$ cat src/rtl/mc_control_unit_if.sv
// ---------------------------------------------------------------------------
// mc_control_unit_if
//   Signal bundle between the multi-cycle RV32I control unit and the datapath.
//
//   Handshake: mem_ready is a level, sampled on the rising clock edge. A
//   memory access (FETCH, MEMREAD, MEMWRITE) completes in the cycle where
//   mem_ready = 1. Until then the control unit holds its state and its
//   strobes steady. There is no valid/ready back-pressure toward memory;
//   the strobes themselves are the request.
//
//   master : datapath side (drives instr/zero/mem_ready, receives controls)
//   slave  : control unit side
// ---------------------------------------------------------------------------
interface mc_control_unit_if;
    logic [31:0] instr;        // latched instruction
    logic        zero;         // ALU zero flag
    logic        mem_ready;    // memory access completes this cycle
    logic        ir_write;     // load IR and oldPC
    logic        pc_write;     // load PC
    logic        adr_src;      // 0 = PC, 1 = Result
    logic        mem_write;    // store strobe
    logic        reg_write;    // register-file write
    logic [1:0]  result_src;   // 00 ALUOut, 01 read data, 10 ALUResult
    logic [1:0]  alu_src_a;    // 00 PC, 01 oldPC, 10 rs1
    logic [1:0]  alu_src_b;    // 00 rs2, 01 imm, 10 const 4
    logic [1:0]  imm_src;      // 00 I, 01 S, 10 B, 11 J
    logic [2:0]  alu_control;  // 000 add, 001 sub, 010 and, 011 or, 101 slt
    logic        illegal;      // trap indicator
    logic [3:0]  state_dbg;    // current FSM state encoding

    modport master (
        output instr, zero, mem_ready,
        input  ir_write, pc_write, adr_src, mem_write, reg_write, result_src,
               alu_src_a, alu_src_b, imm_src, alu_control, illegal, state_dbg
    );

    modport slave (
        input  instr, zero, mem_ready,
        output ir_write, pc_write, adr_src, mem_write, reg_write, result_src,
               alu_src_a, alu_src_b, imm_src, alu_control, illegal, state_dbg
    );
endinterface

$ cat src/rtl/mc_control_unit.sv
// ---------------------------------------------------------------------------
// mc_control_unit
//   Multi-cycle RV32I control unit (lw, sw, R-type, I-type ALU, beq, jal).
//   Moore main FSM plus combinational ALU and immediate decoders. Unknown
//   opcodes park the FSM in ILLEGAL until reset.
//
//   Ports:
//     clk    : rising-edge clock
//     reset  : asynchronous, active-low reset (state -> FETCH, strobes forced 0)
//     bus    : mc_control_unit_if.slave (instr/zero/mem_ready in, controls out)
//   Parameter:
//     WAIT_MEM : 1 = honour mem_ready, 0 = memory always ready
// ---------------------------------------------------------------------------
module mc_control_unit #(
    parameter bit WAIT_MEM = 1'b1
) (
    input  logic              clk,
    input  logic              reset,
    mc_control_unit_if.slave  bus
);

    typedef enum logic [3:0] {
        S_FETCH    = 4'd0,
        S_DECODE   = 4'd1,
        S_MEMADR   = 4'd2,
        S_MEMREAD  = 4'd3,
        S_MEMWB    = 4'd4,
        S_MEMWRITE = 4'd5,
        S_EXECR    = 4'd6,
        S_EXECI    = 4'd7,
        S_ALUWB    = 4'd8,
        S_BEQ      = 4'd9,
        S_JAL      = 4'd10,
        S_ILLEGAL  = 4'd15
    } state_t;

    typedef enum logic [1:0] {
        ALUOP_ADD   = 2'd0,
        ALUOP_SUB   = 2'd1,
        ALUOP_FUNCT = 2'd2
    } aluop_t;

    localparam logic [6:0] OP_LW  = 7'b0000011;
    localparam logic [6:0] OP_SW  = 7'b0100011;
    localparam logic [6:0] OP_R   = 7'b0110011;
    localparam logic [6:0] OP_I   = 7'b0010011;
    localparam logic [6:0] OP_BEQ = 7'b1100011;
    localparam logic [6:0] OP_JAL = 7'b1101111;

    state_t      state, state_next;
    aluop_t      aluop;
    logic [6:0]  opcode;
    logic [2:0]  funct3;
    logic        funct7b5;
    logic        mem_rdy;
    logic        ir_write_raw, pc_update, branch, mem_write_raw, reg_write_raw;

    assign opcode   = bus.instr[6:0];
    assign funct3   = bus.instr[14:12];
    assign funct7b5 = bus.instr[30];
    assign mem_rdy  = WAIT_MEM ? bus.mem_ready : 1'b1;

    // Instruction bits this unit does not decode (register fields, rest of funct7).
    logic unused_instr_bits;
    assign unused_instr_bits = ^{bus.instr[31], bus.instr[29:15], bus.instr[11:7]};

    always_ff @(posedge clk or negedge reset) begin
        if (!reset) state <= S_FETCH;
        else        state <= state_next;
    end

    always_comb begin
        state_next     = state;
        ir_write_raw   = 1'b0;
        pc_update      = 1'b0;
        branch         = 1'b0;
        mem_write_raw  = 1'b0;
        reg_write_raw  = 1'b0;
        bus.adr_src    = 1'b0;
        bus.result_src = 2'b00;
        bus.alu_src_a  = 2'b00;
        bus.alu_src_b  = 2'b00;
        bus.illegal    = 1'b0;
        aluop          = ALUOP_ADD;
        case (state)
            S_FETCH: begin
                // PC+4 goes straight from ALUResult into the PC.
                bus.alu_src_b  = 2'b10;
                bus.result_src = 2'b10;
                ir_write_raw   = mem_rdy;
                pc_update      = mem_rdy;
                if (mem_rdy) state_next = S_DECODE;
            end
            S_DECODE: begin
                // oldPC + B-imm lands in ALUOut as the branch target.
                bus.alu_src_a = 2'b01;
                bus.alu_src_b = 2'b01;
                case (opcode)
                    OP_LW, OP_SW: state_next = S_MEMADR;
                    OP_R:         state_next = S_EXECR;
                    OP_I:         state_next = S_EXECI;
                    OP_BEQ:       state_next = S_BEQ;
                    OP_JAL:       state_next = S_JAL;
                    default:      state_next = S_ILLEGAL;
                endcase
            end
            S_MEMADR: begin
                bus.alu_src_a = 2'b10;
                bus.alu_src_b = 2'b01;
                state_next    = (opcode == OP_SW) ? S_MEMWRITE : S_MEMREAD;
            end
            S_MEMREAD: begin
                bus.adr_src = 1'b1;
                if (mem_rdy) state_next = S_MEMWB;
            end
            S_MEMWRITE: begin
                // Store strobe held for the whole wait, not just the last cycle.
                bus.adr_src   = 1'b1;
                mem_write_raw = 1'b1;
                if (mem_rdy) state_next = S_FETCH;
            end
            S_MEMWB: begin
                bus.result_src = 2'b01;
                reg_write_raw  = 1'b1;
                state_next     = S_FETCH;
            end
            S_EXECR: begin
                bus.alu_src_a = 2'b10;
                aluop         = ALUOP_FUNCT;
                state_next    = S_ALUWB;
            end
            S_EXECI: begin
                bus.alu_src_a = 2'b10;
                bus.alu_src_b = 2'b01;
                aluop         = ALUOP_FUNCT;
                state_next    = S_ALUWB;
            end
            S_ALUWB: begin
                reg_write_raw = 1'b1;
                state_next    = S_FETCH;
            end
            S_BEQ: begin
                bus.alu_src_a = 2'b10;
                aluop         = ALUOP_SUB;
                branch        = 1'b1;
                state_next    = S_FETCH;
            end
            S_JAL: begin
                // PC <- target (ALUOut), then ALUWB writes oldPC+4 to rd.
                bus.alu_src_a = 2'b01;
                bus.alu_src_b = 2'b10;
                pc_update     = 1'b1;
                state_next    = S_ALUWB;
            end
            S_ILLEGAL: begin
                bus.illegal = 1'b1;
            end
            default: state_next = S_ILLEGAL;
        endcase
    end

    // Strobes are masked by reset so nothing fires while reset is low,
    // even though FETCH itself would raise ir_write on mem_ready.
    assign bus.ir_write  = reset & ir_write_raw;
    assign bus.pc_write  = reset & (pc_update | (branch & bus.zero));
    assign bus.mem_write = reset & mem_write_raw;
    assign bus.reg_write = reset & reg_write_raw;
    assign bus.state_dbg = state;

    always_comb begin
        bus.alu_control = 3'b000;
        case (aluop)
            ALUOP_SUB: bus.alu_control = 3'b001;
            ALUOP_FUNCT: begin
                case (funct3)
                    3'b000:  bus.alu_control = (opcode[5] & funct7b5) ? 3'b001 : 3'b000;
                    3'b010:  bus.alu_control = 3'b101;
                    3'b110:  bus.alu_control = 3'b011;
                    3'b111:  bus.alu_control = 3'b010;
                    default: bus.alu_control = 3'b000;
                endcase
            end
            default: bus.alu_control = 3'b000;
        endcase
    end

    always_comb begin
        bus.imm_src = 2'b00;
        case (opcode)
            OP_SW:   bus.imm_src = 2'b01;
            OP_BEQ:  bus.imm_src = 2'b10;
            OP_JAL:  bus.imm_src = 2'b11;
            default: bus.imm_src = 2'b00;
        endcase
    end

endmodule
$ cat src/flat_wrapper.sv
// flat-port wrapper written by rule: the top's interface ports become plain ports
module mc_control_unit_flat 
#(
    parameter bit WAIT_MEM = 1'b1
)
  (clk, reset, bus_instr, bus_zero, bus_mem_ready, bus_ir_write, bus_pc_write, bus_adr_src, bus_mem_write, bus_reg_write, bus_result_src, bus_alu_src_a, bus_alu_src_b, bus_imm_src, bus_alu_control, bus_illegal, bus_state_dbg);
  mc_control_unit_if bus_i ();
  input  logic clk;
  input  logic reset;
  input wire logic [$bits(bus_i.instr)-1:0] bus_instr;
  input wire logic [$bits(bus_i.zero)-1:0] bus_zero;
  input wire logic [$bits(bus_i.mem_ready)-1:0] bus_mem_ready;
  output wire logic [$bits(bus_i.ir_write)-1:0] bus_ir_write;
  output wire logic [$bits(bus_i.pc_write)-1:0] bus_pc_write;
  output wire logic [$bits(bus_i.adr_src)-1:0] bus_adr_src;
  output wire logic [$bits(bus_i.mem_write)-1:0] bus_mem_write;
  output wire logic [$bits(bus_i.reg_write)-1:0] bus_reg_write;
  output wire logic [$bits(bus_i.result_src)-1:0] bus_result_src;
  output wire logic [$bits(bus_i.alu_src_a)-1:0] bus_alu_src_a;
  output wire logic [$bits(bus_i.alu_src_b)-1:0] bus_alu_src_b;
  output wire logic [$bits(bus_i.imm_src)-1:0] bus_imm_src;
  output wire logic [$bits(bus_i.alu_control)-1:0] bus_alu_control;
  output wire logic [$bits(bus_i.illegal)-1:0] bus_illegal;
  output wire logic [$bits(bus_i.state_dbg)-1:0] bus_state_dbg;
  assign bus_i.instr = bus_instr;
  assign bus_i.zero = bus_zero;
  assign bus_i.mem_ready = bus_mem_ready;
  assign bus_ir_write = bus_i.ir_write;
  assign bus_pc_write = bus_i.pc_write;
  assign bus_adr_src = bus_i.adr_src;
  assign bus_mem_write = bus_i.mem_write;
  assign bus_reg_write = bus_i.reg_write;
  assign bus_result_src = bus_i.result_src;
  assign bus_alu_src_a = bus_i.alu_src_a;
  assign bus_alu_src_b = bus_i.alu_src_b;
  assign bus_imm_src = bus_i.imm_src;
  assign bus_alu_control = bus_i.alu_control;
  assign bus_illegal = bus_i.illegal;
  assign bus_state_dbg = bus_i.state_dbg;
  mc_control_unit #(.WAIT_MEM(WAIT_MEM)) u_core (.clk(clk), .reset(reset), .bus(bus_i));
endmodule
$ cat config.mk
export PLATFORM = sky130hd
export DESIGN_NAME = mc_control_unit_flat
export DESIGN_NICKNAME = d
export VERILOG_FILES = /design/src/rtl/mc_control_unit_if.sv /design/src/rtl/mc_control_unit.sv /design/src/flat_wrapper.sv
export SDC_FILE = /design/constraint.sdc
export NUM_CORES = 1
export LEC_CHECK = 0
export BUFFER_PORTS_ARGS = -buffer_cell sky130_fd_sc_hd__buf_2
export CAP_MARGIN = 20
export CORE_UTILIZATION = 30
export CTS_CLUSTER_DIAMETER = 30
export DETAILED_ROUTE_END_ITERATION = 16
export PLACE_DENSITY_LB_ADDON = 0.25
export SETUP_SLACK_MARGIN = 0.4
export SYNTH_ARGS = -nofsm -noshare
export SYNTH_HDL_FRONTEND = slang
export SYNTH_SLANG_ARGS = --single-unit
$ cat constraint.sdc
create_clock -name clk -period 3.6 [get_ports clk]
set_clock_uncertainty 0.2 [all_clocks]
set_input_delay 0.36 -clock clk [delete_from_list [all_inputs] [get_ports clk]]
set_output_delay 0.36 -clock clk [all_outputs]
set_load 0.03 [all_outputs]
==> metrics.md, run 1 <==
| Metric | Value |
|---|---|
| Register area share after synthesis | `14.7%` |
| Max reg flops | `4` |
| Clk Latency, worst-skew pair | `0.23 ns` |
| Final ANT Viol Nets | `0` |
| WP data arrival | `2.16 ns` |
| Synth unique cells | `35` |
| Area Overhead vs Synth | `30.0%` |
| Worst Path Required | `3.04 ns` |
| FMAX | `367 MHz` |
| # setup viols final | `0` |
| Initial antenna violation count | `0` |
| CP max-delay cell | `dfrtp_1` |
| Synth top area cells | `dfrtp_1 (15%), nor2_1 (9.4%), nor2b_1 (7.4%)` |
| Hold Vio Cnt, Final | `0` |
| Setup TNS | `0 ns` |
| Site Rows | `16` |
| Post-DP HPWL | `1480 µm` |
| Clock transition at the registers of the reported paths | `0.04 ns` |
| Cells after synthesis | `109` |
| # nets final | `179` |
| Hold WC Path Type | `in -> async` |
| Drt total wl | `1980 µm` |
| Share of cells above drive strength 1 | `30.2%` |
| Mapped Area | `679 µm²` |
| Htree depth | `1` |
| Fill count | `260` |
| Top cell type's share of synthesized area | `14.7%` |
| Dpl cell area | `851 µm²` |
| Port Buffers | `35` |
| Xor/xnor cell area share of the yosys netlist | `3.87%` |
| Wirelength per Cell | `11.9 µm` |
| CTS root buffer | `clkbuf_4` |
| TritonCTS clock tree | `done` |
| Final Max Tran Viols | `0` |
| Diodes inserted | `0` |
| Final period util | `75.6%` |
| Largest fanout on the critical path | `21` |
| Initial Util | `33.3%` |
| Maximum vdd ir drop | `0.0694 mV` |
| Storage cell area | `100 µm²` |
| Num Clock Sinks | `4` |
| Syn_area_per_cell | `6.23 µm²` |
| Inserted Clock Buffers | `3` |
| First-pass GRT wire length | `3480 µm` |
| Drt pass-1 iters | `4` |
| # Post-CTS Setup Buffers | `0` |
| Post-synthesis simple-gate area fraction | `47.1%` |
| Vias in the first global route | `825` |
| Yosys warns | `0` |
| GRT Total Usage | `17.6%` |
| Status | `finished, final reports clean` |
| Multiplexer area fraction after synthesis | `0%` |
| Yosys reg bits | `4` |
| Actual slew at the worst max-slew pin | `0.608 ns` |
| Die Span Y | `49.6 µm` |
| Synthesized net count | `147` |
| Critical Path Sink Type | `output pin` |
| Via count | `894` |
| Total DRC errors in the routed layout | `0` |
| Largest net degree at the start of global routing | `22` |
| Max stage delay on crit path | `0.72 ns` |
| Ports | `57` |
| Cells along the critical path | `nor2b_1 > nand2_1 > inv_1 > ha_1 > nor3_1 > buf_2` |
| Die Wd | `49.6 µm` |
| Multi-input gate area | `523 µm²` |
| Startpoint Class | `flop` |
| Total grt overflow | `0` |
| Total die area | `2460 µm²` |
| Largest family of logic cells by synthesized area | `simple AND/OR/NAND/NOR gates` |
| WS Path Type | `reg -> out` |
| Clock Tree Buf Depth | `2` |
| Compound-gate portion of the synthesized area | `22.3%` |
| RSZ-0062 raised after global routing | `false` |
| Leakage | `0.000398 µW` |
| Core Box Area | `2040 µm²` |
| DRC marker count from the first detailed-route iteration | `14` |
| Fin crit period | `2.72 ns` |
| GPL Wtd Cong | `0.834` |
| Vias per inst | `5.39` |
| Synth area leader | `dfrtp_1` |
| Final core occ | `43.3%` |
| Worst relative slew slack | `59.4%` |
| Synth Area in Adders | `3.68%` |
| PwrDens | `139 nW/µm²` |
| Finished Cell Area | `883 µm²` |
| MaxCap Viol Count | `0` |
[path summary, 6_finish.rpt]
| path | from | end | slack, ns | cells past startpoint |
|---|---|---|---|---|
| max in group asynchronous | reset | u_core.bus.state_dbg[3]$_DFFE_PN0P_ | 2.77 | 2 |
| max reg2reg | u_core.bus.state_dbg[0]$_DFFE_PN0P_ | u_core.bus.state_dbg[1]$_DFFE_PN0P_ | 1.38 | 5 |
| min | reset | u_core.bus.state_dbg[0]$_DFFE_PN0P_ | 0.29 | 2 |
| max | u_core.bus.state_dbg[0]$_DFFE_PN0P_ | bus_alu_control[1] | 0.88 | 6 |
| min reg2reg | u_core.bus.state_dbg[3]$_DFFE_PN0P_ | u_core.bus.state_dbg[3]$_DFFE_PN0P_ | 0.67 | 2 |
| min in group clk | bus_instr[0] | u_core.bus.state_dbg[3]$_DFFE_PN0P_ | 0.35 | 4 |
[synthesized netlist by cell type]
library cell	instances
o32ai_1	1
a211oi_1	1
o21ai_1	1
dfrtp_1	4
o221ai_1	2
or4_1	1
clkbuf_2	1
nor2b_1	8
or2b_2	1
nor3_1	10
o22a_1	1
nand3_1	3
nand2b_1	2
or2_2	2
ha_1	2
o31ai_1	1
nand4_1	1
buf_2	2
nand3b_1	1
a21oi_1	8
nor2_1	17
nand4b_1	1
nor3b_1	3
a2111oi_0	1
o21ai_0	3
and3_1	1
xnor2_1	3
o22ai_1	1
buf_1	1
a31oi_1	3
a22oi_1	1
or3_4	1
nand2_1	10
clkbuf_1	5
inv_1	5
[logic make-up (layout without fill, tap and decap cells)]
family	count (synthesis)	in the layout
AOI/OAI and AO/OA	24	24
xor gates and xnor gates	3	3
adders and majority gates	2	2
buffers and inverters	14	44
DFF	4	4
and+or+nand+nor	62	62
[placed cells by master, fill, tap and decap left out]
cell type	n
nand4b_1	1
buf_2	35
or4_1	1
nor3b_1	3
nand4_1	1
nand2b_1	2
or2b_2	1
or2_2	2
inv_1	5
nand3_1	3
o31ai_1	1
nor2_1	17
and3_1	1
a2111oi_0	1
o22a_1	1
a21oi_1	8
dfrtp_1	4
ha_1	2
o21ai_0	3
dlygate4sd3_1	1
o32ai_1	1
nand3b_1	1
nor2b_1	8
nand2_1	10
a31oi_1	3
nor3_1	10
o22ai_1	1
o21ai_1	1
or3_4	1
clkbuf_4	3
a211oi_1	1
a22oi_1	1
o221ai_1	2
xnor2_1	3
[per-layer routing]
layer	share of wire (%)	routed length, µm	vias to the layer above	global-route usage, %
li1	-	-	446	-
met1	45	887	420	22.6
met2	51	1010	28	29.5
met3	4.2	83	0	2.47
met4	0	0	0	6.67
met5	0	0	-	0
[power by group]
| group | switching [µW] | internal (µW) | total, µW |
|---|---|---|---|
| logic | 13.0 | 11.0 | 24.1 |
| registers | 0 | 45.2 | 45.2 |
| clock network | 16.1 | 37.1 | 53.3 |
[worst max-delay path: cells and delay by family, from the launching register on]
kind / cells / cell delay (ns)
fa+ha+maj: 1 / 0.23
buf+inv: 2 / 0.30
flops: 1 / 0.72
simple gates: 3 / 0.66
[stage by stage]
step	total power, µW	hold WS, ns	std cells	setup WS, ns
final	123	0.288	166	0.879
after global routing	129	0.307	166	0.697
after CTS	124	0.284	166	0.874
after detailed placement	68.9	-0.0158	162	1.12
after global placement	67.9	-0.0148	162	1.14
after floorplan	55.2	-0.136	109	0.910
[layout make-up]
cell class,count,area share [%]
sequential,4,11.3
multi-input combinational,91,59.2
clock buffer,3,2.55
timing repair buffer,36,21.0
inverter,5,2.12
tap,27,3.82
[repair_timing]
action,CTS,global route
hold buffers,1,0
resized for setup,0,0
endpoints found under the hold margin,4,0
endpoints found under the setup margin,0,0
Note: power is estimated with default switching activity, not from simulation.
==> run 2: changes to the inputs <==
==> constraint.sdc (replaced) <==
create_clock -name clk -period 2.4 [get_ports clk]
set_clock_uncertainty 0.2 [all_clocks]
set_input_delay 0.24 -clock clk [delete_from_list [all_inputs] [get_ports clk]]
set_output_delay 0.24 -clock clk [all_outputs]
set_load 0.03 [all_outputs]
==> run 2 against run 1 <==
  * Global-route usage up 0.19 points
  * Core utilization up 16 points
  * Sequential cell count unchanged
  * Largest power group unchanged
  * Final cell count up 8.4%
  * Final area up 37%
  * Die area unchanged
==> metrics.md, run 2 (synthesized netlist as in run 1, its figures left out) <==
| Metric | Value |
|---|---|
| Die Span Y | `49.6 µm (unchanged)` |
| Hold Vio Cnt, Final | `0 (unchanged)` |
| Commonest non-fill, non-tap cell in the layout | `buf_2 (unchanged)` |
| Die Wd | `49.6 µm (unchanged)` |
| GPL Wtd Cong | `0.851 (was 0.834)` |
| Initial antenna violation count | `0 (unchanged)` |
| Finished Cell Area | `1210 µm² (was 883 µm²)` |
| RSZ-0062 raised after global routing | `true (was false)` |
| Initial Util | `33.3% (unchanged)` |
| Leakage | `0.000514 µW (was 0.000398 µW)` |
| TritonCTS clock tree | `done (unchanged)` |
| Maximum vdd ir drop | `0.140 mV (was 0.0694 mV)` |
| Setup TNS | `0 ns (unchanged)` |
| Final period util | `84.0%` |
| Final ANT Viol Nets | `0 (unchanged)` |
| Num Clock Sinks | `4 (unchanged)` |
| Max reg flops | `4 (unchanged)` |
| Clk Latency, worst-skew pair | `0.24 ns (was 0.23 ns)` |
| Total DRC errors in the routed layout | `0 (unchanged)` |
| Most frequent cells in the layout | `buf_2 (28), buf_4 (16), nor2_1 (10) (was buf_2 (35), nor2_1 (17), nor3_1 (10), nand2_1 (10))` |
| PwrDens | `168 nW/µm² (was 139 nW/µm²)` |
| Site Rows | `16 (unchanged)` |
| Crit path to | `bus_alu_control[0] (was bus_alu_control[1])` |
| Place WS | `0.253 ns (was 1.12 ns)` |
| Largest fanout on the critical path | `7 (was 21)` |
| Area Overhead vs Synth | `78.6% (was 30.0%)` |
| Placed cell count | `167 (was 162)` |
| Post-DP HPWL | `1640 µm (was 1480 µm)` |
| Largest net degree at the start of global routing | `21 (was 22)` |
| Via count | `944 (was 894)` |
| Wirelength per Cell | `12.8 µm (was 11.9 µm)` |
| Drt total wl | `2310 µm (was 1980 µm)` |
| DRC marker count from the first detailed-route iteration | `11 (was 14)` |
| Total grt overflow | `0 (unchanged)` |
| Critical path startpoint | `u_core.bus.state_dbg[1]$_DFFE_PN0P_ (was u_core.bus.state_dbg[0]$_DFFE_PN0P_)` |
| Htree depth | `1 (unchanged)` |
| Critical Path Sink Type | `output pin (unchanged)` |
| RR Endpoint | `u_core.bus.state_dbg[2]$_DFFE_PN0P_ (was u_core.bus.state_dbg[1]$_DFFE_PN0P_)` |
| # setup viols final | `0 (unchanged)` |
| MaxCap Viol Count | `0 (unchanged)` |
| Clock Tree Buf Depth | `2 (unchanged)` |
| Dpl cell area | `961 µm² (was 851 µm²)` |
| Fill count | `188 (was 260)` |
| Total die area | `2460 µm² (unchanged)` |
| Core Box Area | `2040 µm² (unchanged)` |
| WS Path Type | `reg -> out (unchanged)` |
| Actual slew at the worst max-slew pin | `0.339 ns (was 0.608 ns)` |
| Drt pass-1 iters | `4 (unchanged)` |
| First-pass GRT wire length | `3460 µm (was 3480 µm)` |
| # nets final | `192 (was 179)` |
| Vias in the first global route | `806 (was 825)` |
| Hold WC Path Type | `in -> async (unchanged)` |
| Fin crit period | `2.02 ns` |
| Worst R2R Setup Slack | `0.48 ns (was 1.38 ns)` |
| Clock transition at the registers of the reported paths | `0.04 ns (about the same)` |
| Diodes inserted | `0 (unchanged)` |
| Startpoint Class | `flop (unchanged)` |
| Worst Path Required | `1.96 ns (was 3.04 ns)` |
| Worst relative slew slack | `77.3% (was 59.4%)` |
| Reg-to-reg startpoint | `u_core.bus.state_dbg[2]$_DFFE_PN0P_ (was u_core.bus.state_dbg[0]$_DFFE_PN0P_)` |
| Port Buffers | `35 (unchanged)` |
| WP data arrival | `1.58 ns (was 2.16 ns)` |
| FMAX | `496 MHz` |
| Share of cells above drive strength 1 | `58.2% (was 30.2%)` |
| Ports | `57 (unchanged)` |
| Final Instance Count excl. Fillers | `180 (was 166)` |
| Final worst slack | `0.385 ns (was 0.879 ns)` |
| Status | `finished, final reports clean (unchanged)` |
| Pwr Total | `203 µW (was 123 µW)` |
| Final Max Tran Viols | `0 (unchanged)` |
| Vias per inst | `5.24 (was 5.39)` |
| CTS root buffer | `clkbuf_4 (unchanged)` |
| GRT Total Usage | `17.8% (was 17.6%)` |
| Inserted Clock Buffers | `3 (unchanged)` |
| Reg2reg path depth | `6 (was 5)` |
## run 2: cell types whose count changed in the layout (fill, tap and decap cells not counted), sizes merged
| cell | delta |
|---|---|
| buf | +13 |
| clkbuf | +1 |
## run 2: cell type report
type                            instances  area [µm²]  share of cell area (%)
Inverter                                5        18.8                    1.55
Sequential cell                         4         104                    8.56
Clock buffer                            4        26.3                    2.16
Timing Repair Buffer                   49         315                    26.0
Multi-Input combinational cell         91         716                    59.0
Tap cell                               27        33.8                    2.78
## run 2: worst min path at each step
stage / startpoint / to / slack, ns / cells after the start
after floorplan: reset / u_core.bus.state_dbg[0]$_DFFE_PN0P_ / -0.26 / 0
after global placement: reset / u_core.bus.state_dbg[0]$_DFFE_PN0P_ / -0.13 / 1
after detailed placement: reset / u_core.bus.state_dbg[0]$_DFFE_PN0P_ / -0.13 / 1
after CTS: reset / u_core.bus.state_dbg[3]$_DFFE_PN0P_ / 0.15 / 2
after global routing: reset / u_core.bus.state_dbg[3]$_DFFE_PN0P_ / 0.16 / 2
final: reset / u_core.bus.state_dbg[0]$_DFFE_PN0P_ / 0.15 / 2
## run 2: through the flow
step | util [%] | hold slack [ns]
after CTS | 56.4 | 0.146
after global placement | 47.1 | -0.130
after floorplan | - | -0.256
final | 59.4 | 0.148
after global routing | 59.4 | 0.160
after detailed placement | 47.1 | -0.131
## run 2: routing by layer
layer,global-route usage (%),vias to the layer above,share of wire [%],routed length [µm]
met5,0,-,0,0
met4,6.67,0,0.82,19
met3,2.78,4,5.5,126
met2,29.7,35,51,1170
met1,22.8,428,43,991
li1,-,477,-,-
## run 2: worst max-delay path, cell delays in order, from the launching register on
cell and delay, ns:
dfrtp_2 0.47, nor2b_4 0.14, nand2_2 0.10, ha_4 0.18
nor3b_4 0.14, nor2_2 0.13, nor2_4 0.04, buf_6 0.13
## run 2: repair_timing
action,CTS,global route
pin swaps,7,6
setup endpoints to repair,9,10
hold buffers,1,0
gates resized for setup,32,11
endpoints found under the hold margin,4,0
buffers inserted,5,3
## run 2: report_power, final
group | leakage, µW | total, µW | internal (µW) | switching [µW]
logic | 0.000465 | 40.3 | 16.9 | 23.4
registers | 0.0000341 | 67.7 | 67.7 | 0
clock network | 0.0000150 | 95.4 | 62.7 | 32.6
